`config.mk`:
```
export PLATFORM = sky130hd
export DESIGN_NAME = mdu_sequencer
export DESIGN_NICKNAME = d
export VERILOG_FILES = /design/src/rtl/mdu_sequencer.sv
export SDC_FILE = /design/constraint.sdc
export NUM_CORES = 2
export LEC_CHECK = 0
export BUFFER_PORTS_ARGS = -buffer_cell sky130_fd_sc_hd__buf_2
export CORE_MARGIN = 2
export CORE_UTILIZATION = 50
export DETAILED_ROUTE_END_ITERATION = 12
export PLACE_DENSITY = 0.64
export SYNTH_ARGS = -nofsm -noshare
export SYNTH_HDL_FRONTEND = slang
export SYNTH_SLANG_ARGS = --single-unit
```
`constraint.sdc`:
```
create_clock -name CLK -period 12 [get_ports CLK]
set_clock_uncertainty 0.2 [all_clocks]
set_input_delay 1.8 -clock CLK [delete_from_list [all_inputs] [get_ports CLK]]
set_output_delay 1.8 -clock CLK [all_outputs]
set_load 0.01 [all_outputs]
```
`src/rtl/mdu_sequencer.sv`:
```
// RV32M multiply/divide sequencer for the EX stage.
// Runs a fixed-length multiply or an XLEN-step restoring divide and holds
// the pipeline with STALL until RESULT is ready. RESULT_VALID pulses for one
// cycle in DONE, and the pipeline advances on that edge.
//
// Handshake: an op is accepted on a rising edge where START is high, FLUSH is
// low, ALU_SEL selects an MDU op and the sequencer is IDLE. From that accept
// cycle until the cycle before DONE, STALL is high. RESULT_VALID is high only
// in DONE, for exactly one cycle. RESULT holds its value until the next
// result is written. FLUSH discards any in-flight op.
module mdu_sequencer #(
  parameter int XLEN       = 32,
  parameter int MUL_CYCLES = 2
) (
  input  logic            CLK,
  input  logic            RESET,
  input  logic            START,
  input  logic [4:0]      ALU_SEL,
  input  logic [XLEN-1:0] OPERAND1,
  input  logic [XLEN-1:0] OPERAND2,
  input  logic            FLUSH,
  output logic            STALL,
  output logic [XLEN-1:0] RESULT,
  output logic            RESULT_VALID,
  output logic [2:0]      dbg_state
);

  localparam int CNT_MAX = (XLEN > MUL_CYCLES) ? XLEN : MUL_CYCLES;
  localparam int CW      = (CNT_MAX > 1) ? $clog2(CNT_MAX) : 1;

  typedef enum logic [2:0] {
    S_IDLE = 3'd0,
    S_MUL  = 3'd1,
    S_DIV  = 3'd2,
    S_SIGN = 3'd3,
    S_DONE = 3'd4
  } state_t;

  state_t          state, state_nxt;
  logic [CW-1:0]   count;
  logic [1:0]      fn;        // funct3[1:0] of the accepted op
  logic [XLEN-1:0] op_a;      // multiplicand
  logic [XLEN-1:0] op_b;      // multiplier, or divisor magnitude
  logic [XLEN-1:0] rem_q;     // partial remainder
  logic [XLEN-1:0] quo_q;     // dividend shifting out / quotient shifting in
  logic            neg_quo;
  logic            neg_rem;

  // Decode of the incoming instruction.
  logic            is_mdu, accept, in_signed, a_neg, b_neg, div_zero, div_ovf;
  logic [XLEN-1:0] a_mag, b_mag;

  assign is_mdu    = (ALU_SEL[4:3] == 2'b01);
  assign accept    = START & ~FLUSH & is_mdu & (state == S_IDLE);
  assign in_signed = ALU_SEL[2] & ~ALU_SEL[0];
  assign a_neg     = in_signed & OPERAND1[XLEN-1];
  assign b_neg     = in_signed & OPERAND2[XLEN-1];
  assign a_mag     = a_neg ? -OPERAND1 : OPERAND1;
  assign b_mag     = b_neg ? -OPERAND2 : OPERAND2;
  assign div_zero  = (OPERAND2 == '0);
  assign div_ovf   = in_signed & (OPERAND1 == {1'b1, {(XLEN-1){1'b0}}}) &
                     (OPERAND2 == '1);

  // Multiply: sign- or zero-extend by one bit, then a signed product whose
  // low 2*XLEN bits are correct for every mix of operand signedness.
  logic                     a_sext, b_sext;
  logic signed [XLEN:0]     mul_a, mul_b;
  logic signed [2*XLEN-1:0] prod;
  logic [XLEN-1:0]          mul_res;

  assign a_sext  = (fn == 2'b01) | (fn == 2'b10);
  assign b_sext  = (fn == 2'b01);
  assign mul_a   = $signed({a_sext & op_a[XLEN-1], op_a});
  assign mul_b   = $signed({b_sext & op_b[XLEN-1], op_b});
  assign prod    = mul_a * mul_b;
  assign mul_res = (fn == 2'b00) ? prod[XLEN-1:0] : prod[2*XLEN-1:XLEN];

  // One restoring-divide step on {rem, quo}.
  logic [XLEN:0]   rem_sh;
  logic            ge;
  logic [XLEN-1:0] rem_next, quo_next;

  assign rem_sh   = {rem_q, quo_q[XLEN-1]};
  assign ge       = (rem_sh >= {1'b0, op_b});
  assign rem_next = ge ? XLEN'(rem_sh - {1'b0, op_b}) : rem_sh[XLEN-1:0];
  assign quo_next = {quo_q[XLEN-2:0], ge};

  // State register.
  always_ff @(posedge CLK) begin
    if (RESET) state <= S_IDLE;
    else       state <= state_nxt;
  end

  // Next-state decode plus the STALL / RESULT_VALID outputs.
  always_comb begin
    state_nxt    = state;
    STALL        = 1'b0;
    RESULT_VALID = 1'b0;
    case (state)
      S_IDLE: begin
        if (accept) begin
          if (!ALU_SEL[2])              state_nxt = S_MUL;
          else if (div_zero || div_ovf) state_nxt = S_DONE;
          else                          state_nxt = S_DIV;
        end
      end
      S_MUL:   if (count == '0) state_nxt = S_DONE;
      S_DIV:   if (count == '0) state_nxt = S_SIGN;
      S_SIGN:  state_nxt = S_DONE;
      S_DONE:  state_nxt = S_IDLE;
      default: state_nxt = S_IDLE;
    endcase
    if (FLUSH) state_nxt = S_IDLE;
    STALL        = ~FLUSH & (accept | (state == S_MUL) | (state == S_DIV) |
                             (state == S_SIGN));
    RESULT_VALID = (state == S_DONE) & ~FLUSH;
  end

  // Operand latch, iteration counter and result register.
  always_ff @(posedge CLK) begin
    if (RESET) begin
      count   <= '0;
      fn      <= '0;
      op_a    <= '0;
      op_b    <= '0;
      rem_q   <= '0;
      quo_q   <= '0;
      neg_quo <= 1'b0;
      neg_rem <= 1'b0;
      RESULT  <= '0;
    end else if (!FLUSH) begin
      case (state)
        S_IDLE: begin
          if (accept) begin
            fn      <= ALU_SEL[1:0];
            op_a    <= a_mag;
            op_b    <= b_mag;
            rem_q   <= '0;
            quo_q   <= a_mag;
            neg_quo <= a_neg ^ b_neg;
            neg_rem <= a_neg;
            if (!ALU_SEL[2]) begin
              count <= CW'(MUL_CYCLES - 1);
            end else begin
              count <= CW'(XLEN - 1);
              // Divide-by-zero and signed overflow skip the iterations.
              if (div_zero)     RESULT <= ALU_SEL[1] ? OPERAND1 : '1;
              else if (div_ovf) RESULT <= ALU_SEL[1] ? '0 : OPERAND1;
            end
          end
        end
        S_MUL: begin
          if (count == '0) RESULT <= mul_res;
          else             count  <= count - CW'(1);
        end
        S_DIV: begin
          rem_q <= rem_next;
          quo_q <= quo_next;
          if (count != '0) count <= count - CW'(1);
        end
        S_SIGN: begin
          if (fn[1]) RESULT <= neg_rem ? -rem_q : rem_q;
          else       RESULT <= neg_quo ? -quo_q : quo_q;
        end
        default: ;
      endcase
    end
  end

  assign dbg_state = state;

endmodule

```
==> impl_metrics.toml <==
[yosys]
yosysTopAreaCell = "fa_1"
synthTopCellsByCount = "inv_1 (1264), fa_1 (1126), nand2_1 (944)"
synth_cell_types = 87
ys_warn_count = 0
synth_area_um2 = 50210
synth_ff_type = "dfxtp_1"
yosys-top-cells-area = "fa_1 (45%), inv_1 (9.4%), nand2_1 (7.1%)"
synth-edff-count = 0
ys_async_sr_fraction_pct = 0
synth_top_cell_area_share_pct = 44.89
ys_seq_area_share_pct = 6.857
ys_seq_elements = 172
synth_nets = 7364
yosysMostFrequentCell = "inv_1"
syn_area_per_cell_um2 = 8.494
syn_inst = 5912

[detailed_routing]
antenna_left = 0
drt_iter0_drc = 2834
routed_wl_um = 148000
drc = 0
dr.pass1.iters = 9
wire_per_inst_um = 20.89
via_per_inst = 5.649
vias = 40021

[place]
io_buffers = 109
dpl.cell_count = 7051
dp_hpwl_um = 121000
pre_cts_slack_ns = 1.781
place.gp.congestion = 0.9883

[sta]
setup_viol = 0
worst_pin_slew_ns = 1.276
finalHoldViolations = 0
setup_tns_ns = 0
fmax_mhz = 96.86
min_period_over_period_pct = 86.04
drv_slew = 0
fin_ws_ns = 1.676
grt_setup_unrepaired = "no"
period_needed_ns = 10.32
max_slew_margin_pct = 14.80

[cells_and_area]
drive_gt1_share_pct = 4.667
register_area_um2 = 3446
fillers = 9453
multi_input_area_um2 = 40710
area_growth_pct = 4.181
fin_util_pct = 52.39
instances_no_fill = 7084
layout.nets = 7224

[floorplanning]
start_util_pct = 50.29
die_x_um = 320.9
core_um2 = 99860
die_h_um = 320.9
ioPinCount = 110
std_cell_rows = 116
die_area_um2 = 103000

[setup_path]
cpMostUsedCell = "inv_1"
worstSetupStartpoint = "fn[1]$_SDFFE_PP0P_"
required_ns = 12.21
r2r-start = "fn[1]$_SDFFE_PP0P_"
critical-path-max-stage-delay_ns = 0.86
cp_data_arrival_time_ns = 10.54
start_kind = "register"
r2r_slack_ns = 1.68
end_kind = "register"
timing_worst_setup_path_type = "reg -> reg"
worst-path-max-fanout = 18
crit_slowest_cell = "fa_1"

[flow_run]
drv_cap = 0

[cts]
post_cts_buffers = 0
cts-root-buf = "clkbuf_16"
clock-sinks = 172
cts_buffers = 17
ctsHoldBuffers = 0
clk_path_buf_depth = 2
cts_max_level = 4
cts_resized = 0
clk-insertion-delay-late_ns = 0.47
path_clk_slew_ns = 0.07
cts_tree = "built"

[grt]
grt_max_degree = 85
grt-ovfl-total = 0
grt.total_usage_pct = 29.91
antenna_found_initial = 3
grt_pass1_vias = 42097
grt_pass1_wl_um = 238100

[worst_hold_path]
holdCritStartpoint = "RESULT[6]$_SDFFE_PP0P_"
hold_class = "reg -> reg"

[pwr]
ir_drop_mv = 0.06355
cellPowerDensity_nw_per_um2 = 33.34
p_leak_nw = 23.98

[outcome]
outcome = "completed"
-- critical path: cells and delay by family, from the launching register on --
family	cells	cell delay, ns
adder cells (fa/ha/maj)	10	4.94
AND/OR/NAND/NOR	6	2.23
buffers and inverters	10	1.58
AO/OA/AOI/OAI	3	0.97
flip-flops	1	0.33
-- registers in the layout, indices dropped and copies added (netlist names) --
signal,flops
RESULT,32
count,5
dbg_state,3
fn,2
neg_quo,1
neg_rem,1
op_a,32
op_b,32
quo_q,32
rem_q,32
-- cell type report --
| cell class | instances | area share (%) |
|---|---|---|
| Tap cell | 1298 | 3.104 |
| Antenna cell | 1 | 0.004783 |
| Sequential cell | 172 | 6.587 |
| Clock inverter | 12 | 0.2870 |
| Clock buffer | 20 | 0.8538 |
| Timing Repair Buffer | 195 | 2.282 |
| Multi-Input combinational cell | 4122 | 77.81 |
| Inverter | 1264 | 9.069 |
-- path summary, 6_finish.rpt --
path                             end  depth (start not counted)
max          RESULT[26]$_SDFFE_PP0P_                         29
min           RESULT[6]$_SDFFE_PP0P_                          2
max reg2reg  RESULT[26]$_SDFFE_PP0P_                         29
min reg2reg   RESULT[6]$_SDFFE_PP0P_                          2
-- cell usage in the layout, fill, tap and decap left out, types with 35 or more instances in the layout --
master and count:
fa_1 1126, buf_2 108, a21o_1 45, buf_4 87, dfxtp_1 170, ha_1 253
nand2_1 943, xnor2_1 114, xor2_1 85, nor3_1 35, a211oi_1 109, nand3_1 41
and2_1 271, inv_1 1264, a21oi_1 184, nor2_1 287, o21ai_0 167
-- per-layer routing --
layer  up-vias  part of all wire [%]  global-route usage [%]
li1      17685                     -                       -
met1     20680                    41                   39.31
met2      1359                    49                   50.89
met3       295                   6.4                   3.721
met4         2                   4.1                   10.91
met5         -                0.0074                       0
-- cell families after synthesis --
group	after synthesis	share of synthesized area, %
simple gates	1766	15.94
buf+inv	1618	12.13
fa+ha+maj	1408	51.77
compound gates	736	9.558
xor+xnor	199	3.471
flops	172	6.857
mux	13	0.2666
-- stage by stage --
step	total power [W]	hold WS [ns]	instance area [um^2]
6_report	0.001744	0.2662	52310
5_1_grt	0.001821	0.2946	52310
4_1_cts	0.001743	0.2693	52310
3_5_place_dp	0.001151	0.2567	51710
3_3_place_gp	0.001146	0.2490	51710
2_1_floorplan	0.0009506	0.2536	50210
-- power breakdown --
part	total (W)	leakage (nW)	internal, W	switching (W)
clock	0.000596	0.292	0.000319	0.000277
combinational	0.000545	22.3	0.000170	0.000375
sequential	0.000604	1.39	0.000581	0.0000228
total	0.00174	24.0	0.00107	0.000674
No activity file was read; power rests on OpenSTA's default activity.
